==> config.mk <==
export PLATFORM = sky130hd
export DESIGN_NAME = request_queue
export DESIGN_NICKNAME = d
export VERILOG_FILES = /design/src/rtl/global_defs.sv /design/src/rtl/queue_storage.sv /design/src/rtl/request_queue.sv
export SDC_FILE = /design/constraint.sdc
export NUM_CORES = 1
export LEC_CHECK = 0
export ABC_AREA = 1
export CORE_ASPECT_RATIO = 0.8
export CORE_MARGIN = 2
export CORE_UTILIZATION = 46
export CTS_CLUSTER_SIZE = 30
export DETAILED_ROUTE_END_ITERATION = 12
export GPL_TIMING_DRIVEN = 1
export PLACE_DENSITY_LB_ADDON = 0.15
export SLEW_MARGIN = 20
export SYNTH_ARGS = -nofsm -noshare
export SYNTH_HDL_FRONTEND = slang
export SYNTH_SLANG_ARGS = --single-unit
export TNS_END_PERCENT = 20
==> constraint.sdc <==
create_clock -name clk -period 12.3 [get_ports clk]
set_clock_uncertainty 0.05 [all_clocks]
set_input_delay 3.69 -clock clk [delete_from_list [all_inputs] [get_ports clk]]
set_output_delay 3.69 -clock clk [all_outputs]
set_load 0.01 [all_outputs]
==> src/rtl/global_defs.sv <==
// Shared types and constants for the request queue slice.
// Latency: n/a (types only).
// Backpressure: n/a (types only).
package global_defs;

  localparam int QUEUE_DEPTH   = 16;
  localparam int ADDRESS_WIDTH = 32;

  typedef logic [31:0] int_t;

  typedef enum logic [1:0] {
    NOP   = 2'd0,
    READ  = 2'd1,
    WRITE = 2'd2
  } parsed_op_t;

  // One line presented by the parser.
  typedef struct packed {
    parsed_op_t               opcode;
    logic [ADDRESS_WIDTH-1:0] address;
    int_t                     time_cpu;
    logic                     op_ready_s;
  } parser_out_struct_t;

  // Payload kept in storage; validity is derived from occupancy, not stored.
  typedef struct packed {
    parsed_op_t               opcode;
    logic [ADDRESS_WIDTH-1:0] address;
    int_t                     time_cpu;
  } queue_data_t;

  // Head view presented to the downstream controller.
  typedef struct packed {
    parsed_op_t               opcode;
    logic [ADDRESS_WIDTH-1:0] address;
    int_t                     time_cpu;
    logic                     valid;
  } queue_entry_t;

endpackage

==> src/rtl/queue_storage.sv <==
// Register array holding queue payloads: one write port, one combinational read port.
// Latency: write visible on the read port the cycle after i_wr_en; read is zero-cycle.
// Backpressure: none; the controller only writes free slots.
module queue_storage
  import global_defs::*;
#(
  parameter int DEPTH = 16,
  parameter int PTR_W = $clog2(DEPTH)
) (
  input  logic             clk,
  input  logic             i_wr_en,
  input  logic [PTR_W-1:0] i_wr_ptr,
  input  queue_data_t      i_wr_dat,
  input  logic [PTR_W-1:0] i_rd_ptr,
  output queue_data_t      o_rd_dat
);

  queue_data_t r_mem [DEPTH];

  // Payload write; contents are meaningless until written, so no reset.
  always_ff @(posedge clk) begin
    if (i_wr_en) begin
      r_mem[i_wr_ptr] <= i_wr_dat;
    end
  end

  assign o_rd_dat = r_mem[i_rd_ptr];

endmodule

==> src/rtl/request_queue.sv <==
// Circular request FIFO between parser and controller, with a simulated CPU clock.
// Latency: accepted line reaches head one cycle after acceptance; head is read combinationally.
// Backpressure: pending_request is raised combinationally whenever the presented line is not accepted.
module request_queue #(
  parameter int QUEUE_DEPTH = global_defs::QUEUE_DEPTH
) (
  input  logic                            clk,
  input  logic                            rst_n,
  input  global_defs::parser_out_struct_t in,
  input  logic                            pop,
  output global_defs::int_t               queue_time,
  output logic                            queue_full,
  output logic                            pending_request,
  output global_defs::queue_entry_t       head,
  output logic [$clog2(QUEUE_DEPTH):0]    count
);

  import global_defs::*;

  localparam int PTR_W = $clog2(QUEUE_DEPTH);
  localparam int CNT_W = PTR_W + 1;

  logic [PTR_W-1:0] r_wr_ptr;
  logic [PTR_W-1:0] r_rd_ptr;
  logic [CNT_W-1:0] r_count;
  int_t             r_queue_time;

  logic        w_is_nop;
  logic        w_full;
  logic        w_empty;
  logic        w_accept;
  logic        w_push;
  logic        w_pop;
  logic        w_skip;
  queue_data_t w_wr_dat;
  queue_data_t w_rd_dat;

  // Fullness comes from the registered count only, so a same-cycle pop never frees a slot for a push.
  assign w_full   = (r_count == CNT_W'(QUEUE_DEPTH));
  assign w_empty  = (r_count == '0);
  assign w_is_nop = (in.opcode == NOP);

  // A line is taken once its timestamp is due; NOPs are consumed even when full.
  assign w_accept = in.op_ready_s && (in.time_cpu <= r_queue_time) && (w_is_nop || !w_full);
  assign w_push   = w_accept && !w_is_nop;
  assign w_pop    = pop && !w_empty;

  // Jump the clock forward only when nothing is queued that could still be due earlier.
  assign w_skip = w_empty && in.op_ready_s && !w_is_nop && (in.time_cpu > r_queue_time);

  assign w_wr_dat.opcode   = in.opcode;
  assign w_wr_dat.address  = in.address;
  assign w_wr_dat.time_cpu = in.time_cpu;

  queue_storage #(
    .DEPTH (QUEUE_DEPTH),
    .PTR_W (PTR_W)
  ) u_storage (
    .clk      (clk),
    .i_wr_en  (w_push),
    .i_wr_ptr (r_wr_ptr),
    .i_wr_dat (w_wr_dat),
    .i_rd_ptr (r_rd_ptr),
    .o_rd_dat (w_rd_dat)
  );

  // Pointer and occupancy bookkeeping; pointers wrap naturally at the power-of-two depth.
  always_ff @(posedge clk or negedge rst_n) begin
    if (!rst_n) begin
      r_wr_ptr <= '0;
      r_rd_ptr <= '0;
      r_count  <= '0;
    end else begin
      if (w_push) begin
        r_wr_ptr <= r_wr_ptr + PTR_W'(1);
      end
      if (w_pop) begin
        r_rd_ptr <= r_rd_ptr + PTR_W'(1);
      end
      if (w_push && !w_pop) begin
        r_count <= r_count + CNT_W'(1);
      end else if (w_pop && !w_push) begin
        r_count <= r_count - CNT_W'(1);
      end
    end
  end

  // Simulated CPU time: free-running, or loaded forward by a time-skip.
  always_ff @(posedge clk or negedge rst_n) begin
    if (!rst_n) begin
      r_queue_time <= '0;
    end else if (w_skip) begin
      r_queue_time <= in.time_cpu;
    end else begin
      r_queue_time <= r_queue_time + 32'd1;
    end
  end

  // Head view: unwritten storage is masked to a NOP whenever the queue is empty.
  always_comb begin
    head          = '0;
    head.valid    = !w_empty;
    head.opcode   = w_empty ? NOP : w_rd_dat.opcode;
    head.address  = w_rd_dat.address;
    head.time_cpu = w_rd_dat.time_cpu;
  end

  assign queue_time      = r_queue_time;
  assign queue_full      = w_full;
  assign pending_request = in.op_ready_s && !w_accept;
  assign count           = r_count;

endmodule

==> key figures, run 1 <==
Status
  – Status: finished, final reports clean

Final layout
  – Multi-input combinational cell area: 10,300 µm²
  – Non-Filler Cell Area, Final: 50,900 µm²
  – Area growth syn-to-layout: 14.6%
  – Share of cells above drive strength 1: 7.76%
  – Nets: 3,564
  – Non-Filler Instances: 4,834
  – Filler instances: 7,828
  – Sequential Area: 32,900 µm²

Critical path
  – Worst Path Max Fanout: 18
  – Slowest CP cell: clkdlybuf4s50_1
  – CP required: 8.56 ns
  – Crit end category: primary output
  – Worst path most repeated cell: nand2_1
  – WP data arrival: 6.82 ns
  – CP Launch Type: input port
  – Cell Chain, Critical Path: clkdlybuf4s50_1 -> ha_1 -> nand2_1 -> nor2_1 -> nand4_1 -> nor2_1 -> nand2_1 -> nand2_1 -> nand2_2 -> a21oi_1 -> clkdlybuf4s50_1
  – Worst path buffer plus inverter count: 2
  – Worst setup path category: input port to primary output
  – Slowest stage delay, CP: 0.88 ns
  – CP top delay family: buffers and inverters

Global routing
  – Gr usage total: 24.5%
  – Largest net degree at the start of global routing: 235
  – Vias in the first global route: 28,466
  – First-pass GRT wire length: 181,000 µm
  – GRT Residual Overflow: 0
  – Initial antenna violation count: 4

Synthesis
  – Post-Syn Instances: 3,340
  – Syn nets: 3,453
  – Share of flip-flops with an asynchronous set or reset: 4.09%
  – Post-synth top flop: edfxtp_1
  – Number of synthesis warnings: 0
  – Sequential share of the synthesized area: 73.9%
  – Post-Syn Area: 44,400 µm²
  – Number of flops mapped to enable cells by yosys: 1,056
  – Average cell area after synthesis: 13.3 µm²
  – Unique masters post-synth: 38
  – Synthesized flop and latch total: 1,101

Clocking
  – CTS Hold Buffers Added: 0
  – CTS clk-pin slew, worst paths: 0.06 ns
  – Postcts setup bufs: 0
  – Root buf cell: clkbuf_16
  – Post-CTS Resized: 0
  – H-tree Lvls: 3
  – CTS tree: built
  – Clock Latency Late Sink: 0.68 ns
  – Clk sink count: 1,101
  – Longest Clk Path Bufs: 3
  – Total CTS buffers: 109

Detailed routing
  – DR iter-0 viols: 3,020
  – Final wirelength: 122,000 µm
  – DR pass1 iterations: 5
  – DRC: 0
  – Via density: 5.94
  – ANT nets after route: 0
  – Vias: 28,730
  – WL/cell: 25.2 µm

Hold path
  – Hold WC Path Type: flop to flop

Die
  – Die width: 351 µm
  – I/O pins: 176
  – Initial Utilization: 46.6%
  – Core area: 95,300 µm²
  – Die H: 282 µm
  – Die area: 99,100 µm²
  – Num rows: 101

Timing
  – Final Setup Violations: 0
  – Setup_tns: 0 ns
  – Slew margin rel.: 23.7%
  – Final min period: 10.56 ns
  – Least-Margin Pin Slew: 1.14 ns
  – Post-route setup slack: 1.74 ns
  – Fin. Hold Viols: 0
  – Final period utilization: 85.8%
  – RSZ-0062 raised after global routing: no
  – Peak Freq: 94.7 MHz
  – Final Slew Violations: 0

Place
  – Worst Setup Slack post-DPL: 1.72 ns
  – IO buf count: 175
  – Placed instance count: 4,627
  – Detail Placement HPWL: 62,800 µm
  – Area post-placement: 47,300 µm²
  – GP Congestion: 0.854

Pwr
  – Power, Total: 11.9 mW
  – PwrDens: 234 nW/µm²
  – Peak supply drop: 0.274 mV
  – Leak Pwr: 16.6 nW

Flow run
  – Max Cap Viol: 0
-- worst min-delay path: cells and delay by family, from the launching register on --
family / cells / cell delay (ns)
flops: 1 / 0.40
simple gates: 2 / 0.12
-- layout by cell type (no fill, tap or decap), types with 3 or more instances in the layout --
cell	synthesis	routed
ha_1	42	42
nor3_1	9	9
clkinvlp_4	0	4
nor2_1	586	570
nand2_1	196	196
o21ai_1	17	17
nand3_2	9	9
bufinv_16	0	8
nor2_4	5	21
o21ai_0	540	540
clkdlybuf4s50_1	0	174
clkinv_2	0	28
a21oi_1	21	21
inv_6	0	4
o221ai_1	216	216
nand2_2	7	7
clkbuf_16	0	111
o22ai_1	48	48
inv_1	97	96
edfxtp_1	1056	1056
nand3_1	108	108
clkbuf_1	143	18
xor2_1	32	32
nor2_2	4	4
o211ai_1	44	44
dfrtp_1	45	41
dfrtp_4	0	4
buf_4	6	46
clkinv_1	1	23
buf_12	0	3
clkinv_4	0	3
clkbuf_8	0	5
o21ai_2	5	5
nand4_1	12	12
-- cell type report --
class                      instances  area share [%]
antenna                            2         0.00983
sequential                      1101            64.6
clock inverter                    71            1.23
timing repair buffer             225            4.25
clock buffer                     134            5.73
multi-input combinational       1913            20.3
tap                             1287            3.16
inverter                         101           0.787
-- flip-flops by register name (all words and copies together) (netlist names) --
name / flops
u_storage.r_mem: 1056
r_wr_ptr: 4
r_rd_ptr: 4
count: 5
queue_time: 32
-- metal layers --
metal | GRT usage [%] | wire length (µm) | vias up
met1 | 36.0 | 54500 | 14566
met3 | 3.65 | 8850 | 182
li1 | - | - | 12765
met4 | 6.56 | 2650 | 6
met2 | 38.2 | 55900 | 1211
met5 | 0 | 40 | -
-- through the flow --
step                util [%]  hold WS (ns)
CTS                     53.4         0.510
finish                  53.4         0.506
detailed placement      49.7         0.499
global placement        49.7         0.490
floorplan                  -         0.457
global route            53.4         0.549
-- synth_stat cells (all sizes together), types with 11 or more instances --
cell	n	area, µm²
o22ai	48	300
o21ai	562	2830
nand2	203	780
inv	100	378
buf	82	464
nand3	117	631
o211ai	44	330
nor3	11	71.3
xor2	32	280
nand4	14	100
nor2	595	2280
clkbuf	143	537
ha	42	526
dfrtp	45	1130
a21oi	22	114
o221ai	216	1890
edfxtp	1056	31700
-- final timing paths --
check,from,end,slack (ns),depth (start not counted)
max,in[24],pending_request,1.74,11
min in group asynchronous,rst_n,queue_time[21]$_DFF_PN0_,3.08,2
max reg2reg,queue_time[27]$_DFF_PN0_,u_storage.r_mem[5][32]$_DFFE_PP_,7.57,11
max in group asynchronous,rst_n,r_rd_ptr[0]$_DFFE_PN0P_,8.55,2
min reg2reg,r_wr_ptr[3]$_DFFE_PN0P_,r_wr_ptr[3]$_DFFE_PN0P_,0.51,2
min,r_wr_ptr[3]$_DFFE_PN0P_,r_wr_ptr[3]$_DFFE_PN0P_,0.51,2
-- kinds of logic after synthesis --
kind of cell    count (synthesis)  share of synthesized area (%)
xor+xnor                       33                          0.651
flops                        1101                           73.9
buf+inv                       326                           3.11
compound gates                895                           12.4
simple gates                  942                           8.72
fa+ha+maj                      43                           1.23
-- report_power, final --
| group | internal, mW | total (mW) | switching [mW] |
|---|---|---|---|
| Combinational | 1.40 | 4.09 | 2.69 |
| Clock | 1.86 | 3.28 | 1.42 |
| Sequential | 4.31 | 4.56 | 0.248 |
| Total | 7.56 | 11.9 | 4.36 |
No activity file was read; power rests on OpenSTA's default activity.
==> run 2: changes to the inputs <==
Clock period 12.3 ns to 11.5 ns, I/O delays scaled along.
==> key figures, run 2 (same netlist as run 1, synthesis figures left out) <==
Final layout
  – Filler instances: 7,864
  – Commonest cells after routing, fill and taps aside: edfxtp_1 (1,056), nor2_1 (570), o21ai_0 (540)
  – Largest Register: u_storage.r_mem
  – Utilization after layout: 53.3%
  – Area growth syn-to-layout: 14.4%
  – Share of cells above drive strength 1: 7.37%
  – Non-Filler Cell Area, Final: 50,800 µm²
  – Most common cell after layout, fill and taps aside: edfxtp_1
  – Largest register FFs: 1,056
  – Non-Filler Instances: 4,830
  – Nets: 3,568

Timing
  – Post-route setup slack: 1.34 ns
  – Final min period: 10.16 ns
  – RSZ-0062 raised after global routing: no
  – Least-Margin Pin Slew: 1.08 ns
  – Slew margin rel.: 27.8%
  – Setup_tns: 0 ns
  – Fin. Hold Viols: 0
  – Hold WS: 0.501 ns
  – Peak Freq: 98.4 MHz
  – Final Setup Violations: 0
  – Final Slew Violations: 0
  – Final period utilization: 88.4%

Clocking
  – CTS Hold Buffers Added: 0
  – Post-CTS Resized: 0
  – Postcts setup bufs: 0
  – Clock Latency Late Sink: 0.68 ns
  – Longest Clk Path Bufs: 3
  – Total CTS buffers: 107
  – Root buf cell: clkbuf_16
  – CTS clk-pin slew, worst paths: 0.06 ns
  – CTS tree: built
  – H-tree Lvls: 3
  – Clk sink count: 1,101

Die
  – Num rows: 101
  – Core area: 95,300 µm²
  – Die H: 282 µm
  – Die width: 351 µm
  – Die area: 99,100 µm²
  – Initial Utilization: 46.6%
  – I/O pins: 176

Detailed routing
  – Via density: 5.95
  – Vias: 28,728
  – DR iter-0 viols: 3,209
  – Final wirelength: 122,000 µm
  – DRC: 0
  – DR pass1 iterations: 5
  – ANT nets after route: 0
  – WL/cell: 25.2 µm

Global routing
  – GRT Max-Usage Layer: met2
  – Initial antenna violation count: 5
  – Grt met3 use: 3.98%
  – First-pass GRT wire length: 179,000 µm
  – Largest net degree at the start of global routing: 200
  – GRT Residual Overflow: 0
  – Routing usage on met2: 37.5%
  – Vias in the first global route: 28,085
  – Gr usage total: 24.4%
  – GR Util met1: 35.8%

Pwr
  – Leak Pwr: 16.5 nW
  – Power, Total: 12.7 mW
  – PwrDens: 251 nW/µm²
  – Peak supply drop: 0.227 mV

Place
  – GP Congestion: 0.853
  – Detail Placement HPWL: 63,000 µm
  – Placed instance count: 4,633
  – Area post-placement: 47,400 µm²
  – IO buf count: 175
  – Worst Setup Slack post-DPL: 1.43 ns

Hold path
  – Hold WC Path Type: flop to flop

Critical path
  – Worst Path Max Fanout: 18
  – Worst setup path category: input port to primary output
  – CP required: 8.00 ns
  – Crit end category: primary output
  – Worst reg-to-reg setup slack: 6.78 ns
  – CP Launch Type: input port
  – WP data arrival: 6.66 ns

Status
  – Status: finished, final reports clean

Flow run
  – Max Cap Viol: 0
## run 2: cell count changes in the layout (fill, tap and decap cells not counted), sizes merged
cell | before | now
clkbuf | 134 | 137
clkinvlp | 4 | 2
buf | 51 | 57
bufinv | 8 | 11
clkinv | 56 | 41
inv | 104 | 105
## run 2: per-layer routing
metal	vias up	share of wire (%)
li1	12745	-
met1	14464	44
met2	1320	46
met3	193	8.4
met4	6	2.5
met5	-	0.019
## run 2: power by group
| part | leakage, nW | total (mW) | switching [mW] | internal (mW) |
|---|---|---|---|---|
| combinational | 4.77 | 4.44 | 2.94 | 1.49 |
| clock | 1.66 | 3.46 | 1.48 | 1.98 |
| sequential | 10.1 | 4.84 | 0.231 | 4.61 |
## run 2: final timing paths
path                       depth (start not counted)                               end                     start
setup / recovery                                  11                   pending_request                    in[24]
hold reg to reg                                    2           r_wr_ptr[3]$_DFFE_PN0P_   r_wr_ptr[3]$_DFFE_PN0P_
hold / removal                                     2           r_wr_ptr[3]$_DFFE_PN0P_   r_wr_ptr[3]$_DFFE_PN0P_
max in group asynchronous                          2           r_rd_ptr[0]$_DFFE_PN0P_                     rst_n
setup reg to reg                                  11  u_storage.r_mem[4][41]$_DFFE_PP_  queue_time[30]$_DFF_PN0_
min in group asynchronous                          2          queue_time[25]$_DFF_PN0_                     rst_n
## run 2: critical path, cell delays in order
cell             delay (ns)
clkdlybuf4s50_1        0.91
ha_1                   0.58
nand2_1                0.08
nor2_1                 0.15
nand4_1                0.09
nor2_1                 0.27
nand2_1                0.09
nand2_1                0.11
nand2_2                0.17
a21oi_1                0.16
clkdlybuf4s50_1        0.58
## run 2: final cells by class
cell class | instances | area, µm² | area share (%)
antenna | 2 | 5.00 | 0.00985
clock buffer | 137 | 2830 | 5.57
clock inverter | 58 | 586 | 1.15
inverter | 101 | 403 | 0.793
multi-input combinational | 1913 | 10300 | 20.3
sequential | 1101 | 32900 | 64.7
tap | 1287 | 1610 | 3.17
timing repair buffer | 231 | 2200 | 4.34
